==> config.mk <==
export PLATFORM = sky130hd
export DESIGN_NAME = aes_wb_master_flat
export DESIGN_NICKNAME = d
export VERILOG_FILES = /design/src/rtl/aes_wb_master_if.sv /design/src/rtl/aes_wb_master.sv /design/src/flat_wrapper.sv
export SDC_FILE = /design/constraint.sdc
export NUM_CORES = 1
export LEC_CHECK = 0
export CAP_MARGIN = 20
export CORE_ASPECT_RATIO = 1.2
export CORE_MARGIN = 3
export CORE_UTILIZATION = 54
export CTS_CLUSTER_SIZE = 24
export DETAILED_ROUTE_END_ITERATION = 7
export PLACE_DENSITY = 0.93
export REMOVE_ABC_BUFFERS = 1
export SLEW_MARGIN = 20
export SYNTH_ARGS = -nofsm -noshare
export SYNTH_HDL_FRONTEND = slang
export SYNTH_SLANG_ARGS = --single-unit
==> constraint.sdc <==
create_clock -name wb_clk_i -period 4 [get_ports wb_clk_i]
set_input_delay 0.8 -clock wb_clk_i [delete_from_list [all_inputs] [get_ports wb_clk_i]]
set_output_delay 0.8 -clock wb_clk_i [all_outputs]
set_load 0.005 [all_outputs]
==> src/rtl/aes_wb_master_if.sv <==
// aes_wb_master_if: Wishbone B4 classic bus between the AES job master and the AES core register block.
`default_nettype none

interface aes_wb_master_if;
  logic        wbm_cyc_o;
  logic        wbm_stb_o;
  logic        wbm_we_o;
  logic [3:0]  wbm_sel_o;
  logic [31:0] wbm_adr_o;
  logic [31:0] wbm_dat_o;
  logic [31:0] wbm_dat_i;
  logic        wbm_ack_i;

  modport master (
    output wbm_cyc_o, wbm_stb_o, wbm_we_o, wbm_sel_o, wbm_adr_o, wbm_dat_o,
    input  wbm_dat_i, wbm_ack_i
  );

  modport slave (
    input  wbm_cyc_o, wbm_stb_o, wbm_we_o, wbm_sel_o, wbm_adr_o, wbm_dat_o,
    output wbm_dat_i, wbm_ack_i
  );
endinterface

`default_nettype wire

==> src/rtl/aes_wb_master.sv <==
// aes_wb_master: runs one AES job over Wishbone (load key/text, start, poll done, read ciphertext).
// Optional AES_WBM_READBACK_EN: read back and verify every KEY_n/TXT_n write. Rev 1.0
`default_nettype none

module aes_wb_master #(
  parameter logic [31:0] BASE_ADDR = 32'h0000_0000,
  parameter int          POLL_GAP  = 8,
  parameter int          TIMEOUT   = 1024
) (
  input  logic          wb_clk_i,
  input  logic          wb_rst_ni,
  input  logic          start_i,
  input  logic [127:0]  key_i,
  input  logic [127:0]  text_i,
  output logic          busy_o,
  output logic          done_o,
  output logic          err_o,
  output logic [127:0]  result_o,
  aes_wb_master_if.master wbm
);

  localparam logic [2:0] IDLE      = 3'd0;
  localparam logic [2:0] WRITE     = 3'd1;
  localparam logic [2:0] POLL_WAIT = 3'd2;
  localparam logic [2:0] POLL_READ = 3'd3;
  localparam logic [2:0] READ      = 3'd4;
  localparam logic [2:0] FINISH    = 3'd5;

  localparam logic [15:0] TIMEOUT_W = 16'(TIMEOUT);
  localparam logic [15:0] GAP_LAST  = 16'(POLL_GAP - 1);
  localparam logic [3:0]  LAST_WR   = 4'd11;

  logic [2:0]   state;
  logic [3:0]   step;
  logic         rb;
  logic [127:0] key_q;
  logic [127:0] text_q;
  logic [15:0]  poll_cnt;
  logic [15:0]  gap_cnt;
  logic         cyc;
  logic         stb;
  logic         we;
  logic [3:0]   sel;
  logic [31:0]  adr;
  logic [31:0]  dat;

  logic [7:0]   wr_off;
  logic [31:0]  wr_data;
  logic [7:0]   rd_off;
  logic         is_data_step;
  logic         rb_pending;
  logic         rb_bad;

  assign wbm.wbm_cyc_o = cyc;
  assign wbm.wbm_stb_o = stb;
  assign wbm.wbm_we_o  = we;
  assign wbm.wbm_sel_o = sel;
  assign wbm.wbm_adr_o = adr;
  assign wbm.wbm_dat_o = dat;

  // Write sequence: CTRL=0, CTRL=1, KEY_4..KEY_1, TXT_4..TXT_1, CTRL=3, CTRL=1
  always_comb begin
    wr_off  = 8'h00;
    wr_data = 32'h0;
    case (step)
      4'd0:    wr_data = 32'h0;
      4'd1:    wr_data = 32'h1;
      4'd2:    begin wr_off = 8'h10; wr_data = key_q[127:96];  end
      4'd3:    begin wr_off = 8'h0C; wr_data = key_q[95:64];   end
      4'd4:    begin wr_off = 8'h08; wr_data = key_q[63:32];   end
      4'd5:    begin wr_off = 8'h04; wr_data = key_q[31:0];    end
      4'd6:    begin wr_off = 8'h20; wr_data = text_q[127:96]; end
      4'd7:    begin wr_off = 8'h1C; wr_data = text_q[95:64];  end
      4'd8:    begin wr_off = 8'h18; wr_data = text_q[63:32];  end
      4'd9:    begin wr_off = 8'h14; wr_data = text_q[31:0];   end
      4'd10:   wr_data = 32'h3;
      4'd11:   wr_data = 32'h1;
      default: wr_data = 32'h0;
    endcase
  end

  assign rd_off       = 8'h20 - {4'h0, step[1:0], 2'b00};
  assign is_data_step = (step >= 4'd2) && (step <= 4'd9);

`ifdef AES_WBM_READBACK_EN
  assign rb_pending = !rb && is_data_step;
  assign rb_bad     = rb && (wbm.wbm_dat_i != wr_data);
`else
  assign rb_pending = 1'b0;
  assign rb_bad     = 1'b0;
`endif

  always_ff @(posedge wb_clk_i or negedge wb_rst_ni) begin
    if (!wb_rst_ni) begin
      state    <= IDLE;
      step     <= 4'd0;
      rb       <= 1'b0;
      key_q    <= 128'h0;
      text_q   <= 128'h0;
      poll_cnt <= 16'h0;
      gap_cnt  <= 16'h0;
      cyc      <= 1'b0;
      stb      <= 1'b0;
      we       <= 1'b0;
      sel      <= 4'h0;
      adr      <= 32'h0;
      dat      <= 32'h0;
      busy_o   <= 1'b0;
      done_o   <= 1'b0;
      err_o    <= 1'b0;
      result_o <= 128'h0;
    end else begin
      done_o <= 1'b0;
      case (state)
        IDLE: begin
          if (start_i) begin
            key_q  <= key_i;
            text_q <= text_i;
            busy_o <= 1'b1;
            step   <= 4'd0;
            rb     <= 1'b0;
            state  <= WRITE;
          end
        end

        WRITE: begin
          if (!cyc) begin
            cyc <= 1'b1;
            stb <= 1'b1;
            sel <= 4'hF;
            we  <= !rb;
            adr <= BASE_ADDR + {24'h0, wr_off};
            dat <= rb ? 32'h0 : wr_data;
          end else if (wbm.wbm_ack_i) begin
            cyc <= 1'b0;
            stb <= 1'b0;
            we  <= 1'b0;
            if (rb_pending) begin
              rb <= 1'b1;
            end else if (rb_bad) begin
              state  <= FINISH;
              done_o <= 1'b1;
              busy_o <= 1'b0;
              err_o  <= 1'b1;
            end else begin
              rb <= 1'b0;
              if (step == LAST_WR) begin
                step     <= 4'd0;
                poll_cnt <= 16'h0;
                gap_cnt  <= 16'h0;
                state    <= POLL_WAIT;
              end else begin
                step <= step + 4'd1;
              end
            end
          end
        end

        POLL_WAIT: begin
          poll_cnt <= poll_cnt + 16'd1;
          if (poll_cnt >= TIMEOUT_W) begin
            state  <= FINISH;
            done_o <= 1'b1;
            busy_o <= 1'b0;
            err_o  <= 1'b1;
          end else if (gap_cnt >= GAP_LAST) begin
            gap_cnt <= 16'h0;
            state   <= POLL_READ;
          end else begin
            gap_cnt <= gap_cnt + 16'd1;
          end
        end

        POLL_READ: begin
          poll_cnt <= poll_cnt + 16'd1;
          if (!cyc) begin
            cyc <= 1'b1;
            stb <= 1'b1;
            sel <= 4'hF;
            we  <= 1'b0;
            adr <= BASE_ADDR;
            dat <= 32'h0;
          end else if (wbm.wbm_ack_i) begin
            cyc <= 1'b0;
            stb <= 1'b0;
            // The poll read finishes even past the deadline so the bus is never cut mid-transfer
            if (wbm.wbm_dat_i[2]) begin
              step  <= 4'd0;
              state <= READ;
            end else if (poll_cnt >= TIMEOUT_W) begin
              state  <= FINISH;
              done_o <= 1'b1;
              busy_o <= 1'b0;
              err_o  <= 1'b1;
            end else begin
              state <= POLL_WAIT;
            end
          end
        end

        READ: begin
          if (!cyc) begin
            cyc <= 1'b1;
            stb <= 1'b1;
            sel <= 4'hF;
            we  <= 1'b0;
            adr <= BASE_ADDR + {24'h0, rd_off};
            dat <= 32'h0;
          end else if (wbm.wbm_ack_i) begin
            cyc <= 1'b0;
            stb <= 1'b0;
            case (step[1:0])
              2'd0:    result_o[127:96] <= wbm.wbm_dat_i;
              2'd1:    result_o[95:64]  <= wbm.wbm_dat_i;
              2'd2:    result_o[63:32]  <= wbm.wbm_dat_i;
              default: result_o[31:0]   <= wbm.wbm_dat_i;
            endcase
            if (step[1:0] == 2'd3) begin
              state  <= FINISH;
              done_o <= 1'b1;
              busy_o <= 1'b0;
              err_o  <= 1'b0;
            end else begin
              step <= step + 4'd1;
            end
          end
        end

        FINISH:  state <= IDLE;
        default: state <= IDLE;
      endcase
    end
  end

endmodule

`default_nettype wire

==> src/flat_wrapper.sv <==
// flat-port wrapper written by rule: the top's interface ports become plain ports
module aes_wb_master_flat 
#(
  parameter logic [31:0] BASE_ADDR = 32'h0000_0000,
  parameter int          POLL_GAP  = 8,
  parameter int          TIMEOUT   = 1024
)
  (wb_clk_i, wb_rst_ni, start_i, key_i, text_i, busy_o, done_o, err_o, result_o, wbm_wbm_cyc_o, wbm_wbm_stb_o, wbm_wbm_we_o, wbm_wbm_sel_o, wbm_wbm_adr_o, wbm_wbm_dat_o, wbm_wbm_dat_i, wbm_wbm_ack_i);
  aes_wb_master_if wbm_i ();
  input  logic wb_clk_i;
  input  logic wb_rst_ni;
  input  logic start_i;
  input  logic [127:0] key_i;
  input  logic [127:0] text_i;
  output logic busy_o;
  output logic done_o;
  output logic err_o;
  output logic [127:0] result_o;
  output wire logic [$bits(wbm_i.wbm_cyc_o)-1:0] wbm_wbm_cyc_o;
  output wire logic [$bits(wbm_i.wbm_stb_o)-1:0] wbm_wbm_stb_o;
  output wire logic [$bits(wbm_i.wbm_we_o)-1:0] wbm_wbm_we_o;
  output wire logic [$bits(wbm_i.wbm_sel_o)-1:0] wbm_wbm_sel_o;
  output wire logic [$bits(wbm_i.wbm_adr_o)-1:0] wbm_wbm_adr_o;
  output wire logic [$bits(wbm_i.wbm_dat_o)-1:0] wbm_wbm_dat_o;
  input wire logic [$bits(wbm_i.wbm_dat_i)-1:0] wbm_wbm_dat_i;
  input wire logic [$bits(wbm_i.wbm_ack_i)-1:0] wbm_wbm_ack_i;
  assign wbm_wbm_cyc_o = wbm_i.wbm_cyc_o;
  assign wbm_wbm_stb_o = wbm_i.wbm_stb_o;
  assign wbm_wbm_we_o = wbm_i.wbm_we_o;
  assign wbm_wbm_sel_o = wbm_i.wbm_sel_o;
  assign wbm_wbm_adr_o = wbm_i.wbm_adr_o;
  assign wbm_wbm_dat_o = wbm_i.wbm_dat_o;
  assign wbm_i.wbm_dat_i = wbm_wbm_dat_i;
  assign wbm_i.wbm_ack_i = wbm_wbm_ack_i;
  aes_wb_master #(.BASE_ADDR(BASE_ADDR), .POLL_GAP(POLL_GAP), .TIMEOUT(TIMEOUT)) u_core (.wb_clk_i(wb_clk_i), .wb_rst_ni(wb_rst_ni), .start_i(start_i), .key_i(key_i), .text_i(text_i), .busy_o(busy_o), .done_o(done_o), .err_o(err_o), .result_o(result_o), .wbm(wbm_i));
endmodule
Word-level counts from Yosys, hierarchy flattened --
Cells that the tools add are included.
Word-level totals: register bits 495, input bits 292, output and inout bits 202, word-level logic and storage cells 172
Operators by class: $add $sub $neg 4, order comparisons 2, equality and inequality tests 38, mux-type cells 73, bitwise operators 2, reductions and logical operators 33
Operator list (count):
- 32-bit one-hot mux with 10 select lines | 1
- 32-bit 2-to-1 mux | 5
- 32-bit one-hot mux with 3 select lines | 1
- 16-bit 2-to-1 mux | 5
- 16-bit one-hot mux with 2 select lines | 2
- 32-bit one-hot mux with 2 select lines | 1
- 6-bit one-hot mux with 8 select lines | 1
- 4-bit 2-to-1 mux | 10
- 3-bit 2-to-1 mux | 13
- 16-bit by 1-bit adder with 16-bit output, second input constant | 2
- 4-bit AND reduction | 7
- 1-bit 2-to-1 mux | 27
- 2-bit != test, second input constant | 13
- 10-bit AND reduction | 2
- 4-bit by 3-bit == test with 1-bit output, second input constant | 4
- 4-bit == test, second input constant | 4
- 16-bit by 11-bit >= comparator with 1-bit output, second input constant | 1
- 16-bit by 3-bit >= comparator with 1-bit output, second input constant | 1
- 4-bit one-hot mux with 4 select lines | 1
- 3-bit one-hot mux with 5 select lines | 1
- 2-bit by 1-bit != test with 1-bit output, second input constant | 5
- 4-bit by 2-bit == test with 1-bit output, second input constant | 2
- 8-bit AND reduction | 1
- 2-bit nonzero test | 4
- other kinds (25) | 38

Depth between registers and ports, before layout --
Gate-level depths: netlist of run 1.
depth after elaboration 6, depth in mapped cells 9, gate-level depth less buffers 7

Worst setup path before layout of run 1 --
OpenSTA, ideal clock, no wires.
path type input port to flip-flop, from input start_i, to register u_core.key_q[49], setup time 125 ps, data arrival time 1885 ps, required time 3875 ps, path slack 1990 ps, stages on the path 4, buffers on the path 2, cells stage by stage nor4b_2 > buf_2 > buf_2 > mux2_2
On the way: word-level cells in the longest chain between the ends 1
RTL lines:
- from (decl) | RTL line flat_wrapper.sv:12 | input logic start_i;
- 2-bit AND reduction (no source line)
- to (signal assigned) | RTL line aes_wb_master.sv:117 | key_q <= key_i;
- to (decl) | RTL line aes_wb_master.sv:36 | logic [127:0] key_q;
No other way between the ends. A chain may end at the register's enable or synchronous reset.

Final worst setup path of run 1 --
from register u_core.step[1], to register u_core.dat[26] (netlist: u_core.wbm.wbm_dat_o[26])
On the way: word-level cells in the longest chain between the ends 6, elaborated cells on any way between the ends 16, those cells by class eq/ne: 11; mux: 4; reduce/logical: 1
RTL lines:
- from (decl) | RTL line aes_wb_master.sv:34 | logic [3:0] step;
- from (signal assigned) | RTL line aes_wb_master.sv:153 | step <= step + 4'd1;
- from (signal assigned) | RTL line aes_wb_master.sv:224 | step <= step + 4'd1;
- 4-bit by 1-bit == test with 1-bit output or 4-bit == test (tied branches) | RTL line aes_wb_master.sv:65 | case (step)
- 2-bit OR reduction (no source line)
- 32-bit one-hot mux with 10 select lines * | RTL line aes_wb_master.sv:65
- 32-bit 2-to-1 mux * | RTL line aes_wb_master.sv:133 | dat <= rb ? 32'h0 : wr_data;
- 32-bit 2-to-1 mux * | RTL line aes_wb_master.sv:127 | if (!cyc) begin
- 32-bit one-hot mux with 2 select lines * | RTL line aes_wb_master.sv:114 | case (state)
- to (signal assigned) | RTL line aes_wb_master.sv:133
- to (decl) | RTL line aes_wb_master.sv:45 | logic [31:0] dat;
Every way passes the cells marked *; elsewhere a longest branch is shown, timed or not. The select of a mux whose other input is x is not followed.

==> results of run 1 <==
## critical path, cell delays in order (launching register included)
cell and delay (ps):
dfrtp_1 450, inv_1 120, ha_2 590, inv_1 170, nor2_2 900, a22oi_1 320, nand3_1 170, a22o_1 130
## layout make-up
cell class / instances / area share [%]
Tap cell: 468 / 2.185
Inverter: 13 / 0.1821
Multi-Input combinational cell: 920 / 29.05
Clock inverter: 21 / 1.032
Timing Repair Buffer: 497 / 18.61
Sequential cell: 466 / 43.52
Clock buffer: 66 / 5.224
Antenna cell: 22 / 0.2054
## state kept, by name (all words and copies together) (netlist names)
register,count
u_core.key_q,128
u_core.result_o,128
u_core.text_q,128
u_core.wbm.wbm_dat_o,32
u_core.gap_cnt,16
u_core.poll_cnt,16
u_core.step,4
u_core.wbm.wbm_adr_o,4
u_core.state,3
u_core.busy_o,1
u_core.done_o,1
u_core.err_o,1
u_core.wbm.wbm_cyc_o,1
u_core.wbm.wbm_sel_o,1
u_core.wbm.wbm_stb_o,1
u_core.wbm.wbm_we_o,1
## power groups by stage
stage | Combinational, mW | Clock [mW] | Sequential, mW
detailed placement | 6.90 | 0 | 8.06
floorplan | 3.88 | 0 | 7.76
global placement | 6.60 | 0 | 7.88
global route | 7.47 | 4.97 | 8.30
CTS | 7.02 | 4.78 | 8.06
finish | 7.06 | 4.75 | 8.14
## metrics by stage
step / power (mW) / hold slack (ps) / std cells / util (%) / setup slack, ps
after floorplan: 11.64 / 462.8 / 1399 / - / -12260
after global placement: 14.48 / 453.8 / 2364 / 69.02 / 1049
after detailed placement: 14.96 / 470.6 / 2364 / 69.02 / 1007
after CTS: 19.86 / 248.0 / 2451 / 73.64 / 1192
after global routing: 20.74 / 275.5 / 2473 / 73.79 / 949.1
final: 19.94 / 214.3 / 2473 / 73.79 / 1103
## routing by layer
metal | GRT usage, % | vias up | part of all wire [%] | wire (um)
met2 | 53.37 | 925 | 51 | 32540
li1 | - | 6407 | - | -
met4 | 18.26 | 2 | 5.8 | 3702
met5 | 0 | - | 0.031 | 20
met3 | 7.422 | 215 | 8.6 | 5471
met1 | 36.28 | 7737 | 35 | 22150
## placed cells by master, fill, tap and decap left out, types with 11 or more instances in the layout
cell	n
mux2_2	371
a222oi_1	14
clkinv_2	12
nand3_1	16
buf_4	25
dfrtp_1	464
a22oi_1	54
a22o_1	30
clkbuf_8	11
nor2_1	52
a31oi_1	21
nand2_1	43
o22ai_1	11
inv_1	13
a221oi_1	20
o21ai_0	47
mux2_1	17
diode_2	22
clkbuf_16	49
conb_1	28
clkdlybuf4s50_1	464
a21oi_1	40
## logic make-up (layout without fill, tap and decap cells)
family	after synthesis	count (layout)	synth area share (%)
xor+xnor	6	6	0.2613
other cells	1	50	0.01865
compound gates	287	287	10.14
mux	391	391	21.88
buf+inv	142	597	3.914
flops	466	466	57.99
simple gates	200	200	5.301
fa+ha+maj	8	8	0.4978
## worst min path at each step
stage	startpoint	end	slack, ps	cells past startpoint
5_1_grt	wb_rst_ni	u_core.text_q[74]	280	1
6_report	wb_rst_ni	u_core.text_q[74]	210	1
4_1_cts	wb_rst_ni	u_core.text_q[74]	250	1
2_1_floorplan	u_core.wbm.wbm_dat_o[20]	u_core.wbm.wbm_dat_o[20]	460	2
3_3_place_gp	u_core.wbm.wbm_dat_o[20]	u_core.wbm.wbm_dat_o[20]	450	2
3_5_place_dp	u_core.wbm.wbm_dat_o[20]	u_core.wbm.wbm_dat_o[20]	470	2
==> out/results.ini, run 1 <==
[routing]
first_pass_iters = 7
via_per_inst = 6.181
dr.first_iter.drc_count = 1349
drc = 0
wirelength_um = 63880
ant_nets = 0
dr_total_vias = 15286
route.detailed.wl_per_inst_um = 25.83

[sta]
setup_violations = 0
final.setup.tns_ps = 0
worstMarginPinSlew_ps = 1125
finalMaxSlewViolations = 0
period_share_pct = 72.43
max_freq_mhz = 345.2
skew_ps = 23.89
rsz0062_at_grt = false
period_minus_slack_ps = 2897
slew_headroom_pct = 24.93
hold_viol = 0

[pwr]
power_density_mw_per_mm2 = 744.1
leakagePower_nw = 11.47
p_sw_share_pct = 32.47
p_switching_mw = 6.476
p_int_mw = 13.47
clkPwrFrac_pct = 23.8
ir_worst_vdd_mv = 0.5791
comb_power_share_pct = 35.4
seqPwrFrac_pct = 40.8

[global_route]
grt_pass1_wl_um = 96190
grt_pass1_vias = 16096
grt_max_degree = 106
overflow = 0
antenna_found_initial = 22
track_usage_pct = 31.37

[cts]
cts_setup_buffers = 0
cts_sinks = 466
ctsHoldBuffers = 0
post_cts_resized = 0
clkLatencyLatePin_ps = 570
htreeDepth = 2
clk_pin_slew_ps = 70
clockRootBuffer = clkbuf_16
clockBufferDepth = 3
cts_tree = yes
cts_buffers = 47

[yosys]
ys_seq_area_share_pct = 57.99
synth_warnings = 0
synth.most_common_cell = dfrtp_1
async_flop_share_pct = 100.0
synth_area_sq_mm = 0.02011
synth_top_cells_by_area = dfrtp_1 (58%), mux2_2 (21%), a22oi_1 (2.0%), buf_4 (1.7%), a22o_1 (1.3%)
syn_inst = 1501
ys.flop_type = dfrtp_1
synth_common_cells = dfrtp_1 (466), mux2_2 (371), a22oi_1 (54), nor2_1 (54), o21ai_0 (47)
synth_top_area_share_pct = 57.99
synth_seq_cells = 466
yosysTopAreaCell = dfrtp_1
synthDistinctLibCells = 70
synth_edf_count = 0
syn_area_per_cell_sq_um = 13.40

[setup_path]
crit_arrival_ps = 3410
startpoint = u_core.step[1]
worst-path-max-fanout = 20
timing.rr.start = u_core.step[1]
regToRegEndpoint = u_core.wbm.wbm_dat_o[26]
r2r_setup_slack_ps = 1100
critPathCaptureType = flip-flop
cp_data_required_time_ps = 4510
r2r_cells = 7
cp-start-kind = flip-flop
crit_end = u_core.wbm.wbm_dat_o[26]
crit_type = flip-flop to flip-flop

[floorplanning]
dieWidth_um = 182.2
fp.coreArea_sq_mm = 0.03632
die-area_sq_mm = 0.03960
num_io_pins = 494
die_h_um = 217.4
initial_core_util_pct = 55.36
rows = 76

[cells_and_area]
drive_gt1_share_pct = 26.12
syn_to_final_growth_pct = 33.29
fill_cells = 2164
regArea_sq_mm = 0.01166
multi_input_area_sq_mm = 0.007786
layout.nets = 2245
finish.instance_area_sq_mm = 0.02680

[placement]
placed_area_sq_mm = 0.02507
numPortBuffers = 465
place_hpwl_um = 42490
routabilityCongestion = 0.8901

[status]
status = finished, final reports clean

[run]
maxCapViolations = 0

[hold_path]
hold_path.class = input pin to async pin

(Power assumes the default switching activity.)
==> run 2, diff against run 1 <==
- CORE_UTILIZATION: 54 -> 45
- PLACE_DENSITY: 0.93 -> 0.84
- clock period: 4 -> 2.56 ns (I/O delays scaled with it)
==> run 2 against run 1 <==
Final area up 1.8%. Worst hold slack gained 260 ps. Utilization down 12 points. Count of clock-buffer cells in the layout increased by 3. First-iteration DRC count shrank 16%. Global-route usage is 5.5 points lower. Sequential power is 54% higher. Routed wire length shrank 2.6%. Die area rose by 19%. Sequential cell count unchanged. Power increased by 55%. Largest cell class unchanged. Highest routed layer unchanged.
==> out/results.ini, run 2 (synthesized netlist as in run 1, its figures left out) <==
[status]
status = finished, final reports clean

[setup_path]
regToRegEndpoint = u_core.wbm.wbm_dat_o[9]
cp-start-kind = flip-flop
critPathCaptureType = flip-flop
worst-path-max-fanout = 16  ; -20%
crit_type = flip-flop to flip-flop
cp_data_required_time_ps = 3030  ; -1480 ps
timing.rr.start = u_core.step[0]
r2r_setup_slack_ps = 210  ; -890 ps
crit_arrival_ps = 2820  ; -590 ps
r2r_cells = 7  ; unchanged

[cts]
clockRootBuffer = clkbuf_16
cts_tree = yes
clkLatencyLatePin_ps = 580  ; about the same
cts_buffers = 48  ; +2.1%
clockBufferDepth = 3  ; unchanged
post_cts_resized = 0  ; unchanged
cts_sinks = 466  ; unchanged
htreeDepth = 2  ; unchanged
ctsHoldBuffers = 1  ; +1
clk_pin_slew_ps = 60  ; about the same
cts_setup_buffers = 0  ; unchanged

[cells_and_area]
layout.nets = 2291  ; +2.0%
top_regs = u_core.key_q x128, u_core.result_o x128, u_core.text_q x128
drive_gt1_share_pct = 27.48  ; +1.4 points
syn_to_final_growth_pct = 35.74
layout_common_cells = clkdlybuf4s50_1 (464), dfrtp_1 (464), mux2_2 (371), buf_4 (58), a22oi_1 (54)
fin_util_pct = 61.98  ; -12 points
fin_cells = 2593  ; +4.9%

[sta]
rsz0062_at_grt = false
max_freq_mhz = 425.5  ; +23%
worstMarginPinSlew_ps = 1030  ; -94.33 ps
setup_violations = 0  ; unchanged
slew_headroom_pct = 31.16  ; +6.2 points
hold_viol = 0  ; unchanged
skew_ps = 18.76  ; -5.127 ps
finalMaxSlewViolations = 0  ; unchanged
period_minus_slack_ps = 2350  ; -547.0 ps
setup_ws_ps = 209.9  ; -893.0 ps
final.setup.tns_ps = 0  ; unchanged
period_share_pct = 91.80  ; +19 points

[placement]
dp.cells = 2499  ; +5.7%
place_hpwl_um = 43110  ; +1.5%
numPortBuffers = 465  ; unchanged
routabilityCongestion = 0.8771  ; -1.5%
pre_cts_slack_ps = 131.5  ; -875.9 ps

[global_route]
grt_pass1_wl_um = 94610  ; -1.6%
antenna_found_initial = 8  ; -64%
busiest_layer = met2
grt_use_met3_pct = 4.820  ; -2.6 points
grt_max_degree = 70  ; -34%
overflow = 0  ; unchanged
met1_usage_pct = 31.75  ; -4.5 points
use_met2_pct = 43.31  ; -10 points
grt_pass1_vias = 16289  ; +1.2%
track_usage_pct = 25.86  ; -5.5 points

[hold_path]
min_to = u_core.wbm.wbm_dat_o[17]
hold_depth = 1
hold_path.class = flip-flop to flip-flop
min_from = u_core.wbm.wbm_dat_o[17]

[routing]
first_pass_iters = 6  ; -1
via_per_inst = 5.798  ; -6.2%
dr.first_iter.drc_count = 1129  ; -16%
drc = 0  ; unchanged
wirelength_um = 62240  ; -2.6%
dr_total_vias = 15035  ; -1.6%
route.detailed.wl_per_inst_um = 24.00  ; -7.1%
ant_nets = 0  ; unchanged

[pwr]
power_density_mw_per_mm2 = 1135  ; +53%
ir_worst_vdd_mv = 0.7213  ; +25%
leakagePower_nw = 11.70  ; +1.9%

[floorplanning]
rows = 84  ; +11%
fp.coreArea_sq_mm = 0.04404  ; +21%
die-area_sq_mm = 0.04727  ; +19%
die_h_um = 237.6  ; +9.3%
dieWidth_um = 199.0  ; +9.2%
num_io_pins = 494  ; unchanged
initial_core_util_pct = 45.66  ; -9.7 points

[run]
maxCapViolations = 0  ; unchanged

-- run 2: changes by cell type in the layout (fill, tap and decap cells not counted), moves of 3 or more --
cell	before	now
diode_2	22	7
buf_12	7	18
buf_4	25	58
clkbuf_1	6	10
clkinvlp_4	1	4
clkinv_2	12	7
-- run 2: worst max-delay path by stage --
stage | start | to | slack (ps) | cells after the start
detailed placement | start_i | u_core.text_q[112] | 130 | 5
global placement | start_i | u_core.text_q[75] | 180 | 5
finish | u_core.step[0] | u_core.wbm.wbm_dat_o[9] | 210 | 7
global route | u_core.step[0] | u_core.gap_cnt[4] | 20 | 7
CTS | u_core.step[0] | u_core.wbm.wbm_dat_o[20] | 190 | 7
floorplan | u_core.state[1] | u_core.key_q[100] | -13420 | 2
-- run 2: worst max-delay path, cell delays in order (launching register included) --
cell and delay, ps:
dfrtp_1 500, inv_1 110, ha_2 330, and2_1 270, buf_4 270, a221oi_1 370
o21ai_0 170, a22o_1 230
-- run 2: metrics by stage --
stage	instance area [sq um]	hold slack (ps)	power (mW)
6_report	27300	477.6	30.99
3_5_place_dp	25650	468.1	23.66
4_1_cts	27280	483.2	31.05
3_3_place_gp	25650	461.5	23.13
5_1_grt	27300	498.9	32.51
2_1_floorplan	19470	216.4	17.91
-- run 2: final cells by class --
class,count,area (sq um)
tap,559,699.4
fill,3238,16740
multi-input combinational,920,7786
clock inverter,17,214.0
clock buffer,69,1401
inverter,13,48.80
antenna,7,17.52
timing repair buffer,542,5465
sequential,466,11660
-- run 2: routing by layer --
layer,part of all wire (%),wire length [um]
met1,38,23540
met2,50,31330
met3,6.5,4050
met4,5.3,3310
met5,0.019,12
-- run 2: power by group --
part	switching, mW	internal [mW]	total, mW
Combinational	4.94	6.34	11.3
Sequential	1.98	10.5	12.5
Clock	2.97	4.22	7.19
Total	9.89	21.1	31.0
==> run 3, diff against run 2 <==
- SLEW_MARGIN: 20 -> 15
==> results of run 3 <==
Final layout, timing and power as in run 2 (identical DEF).
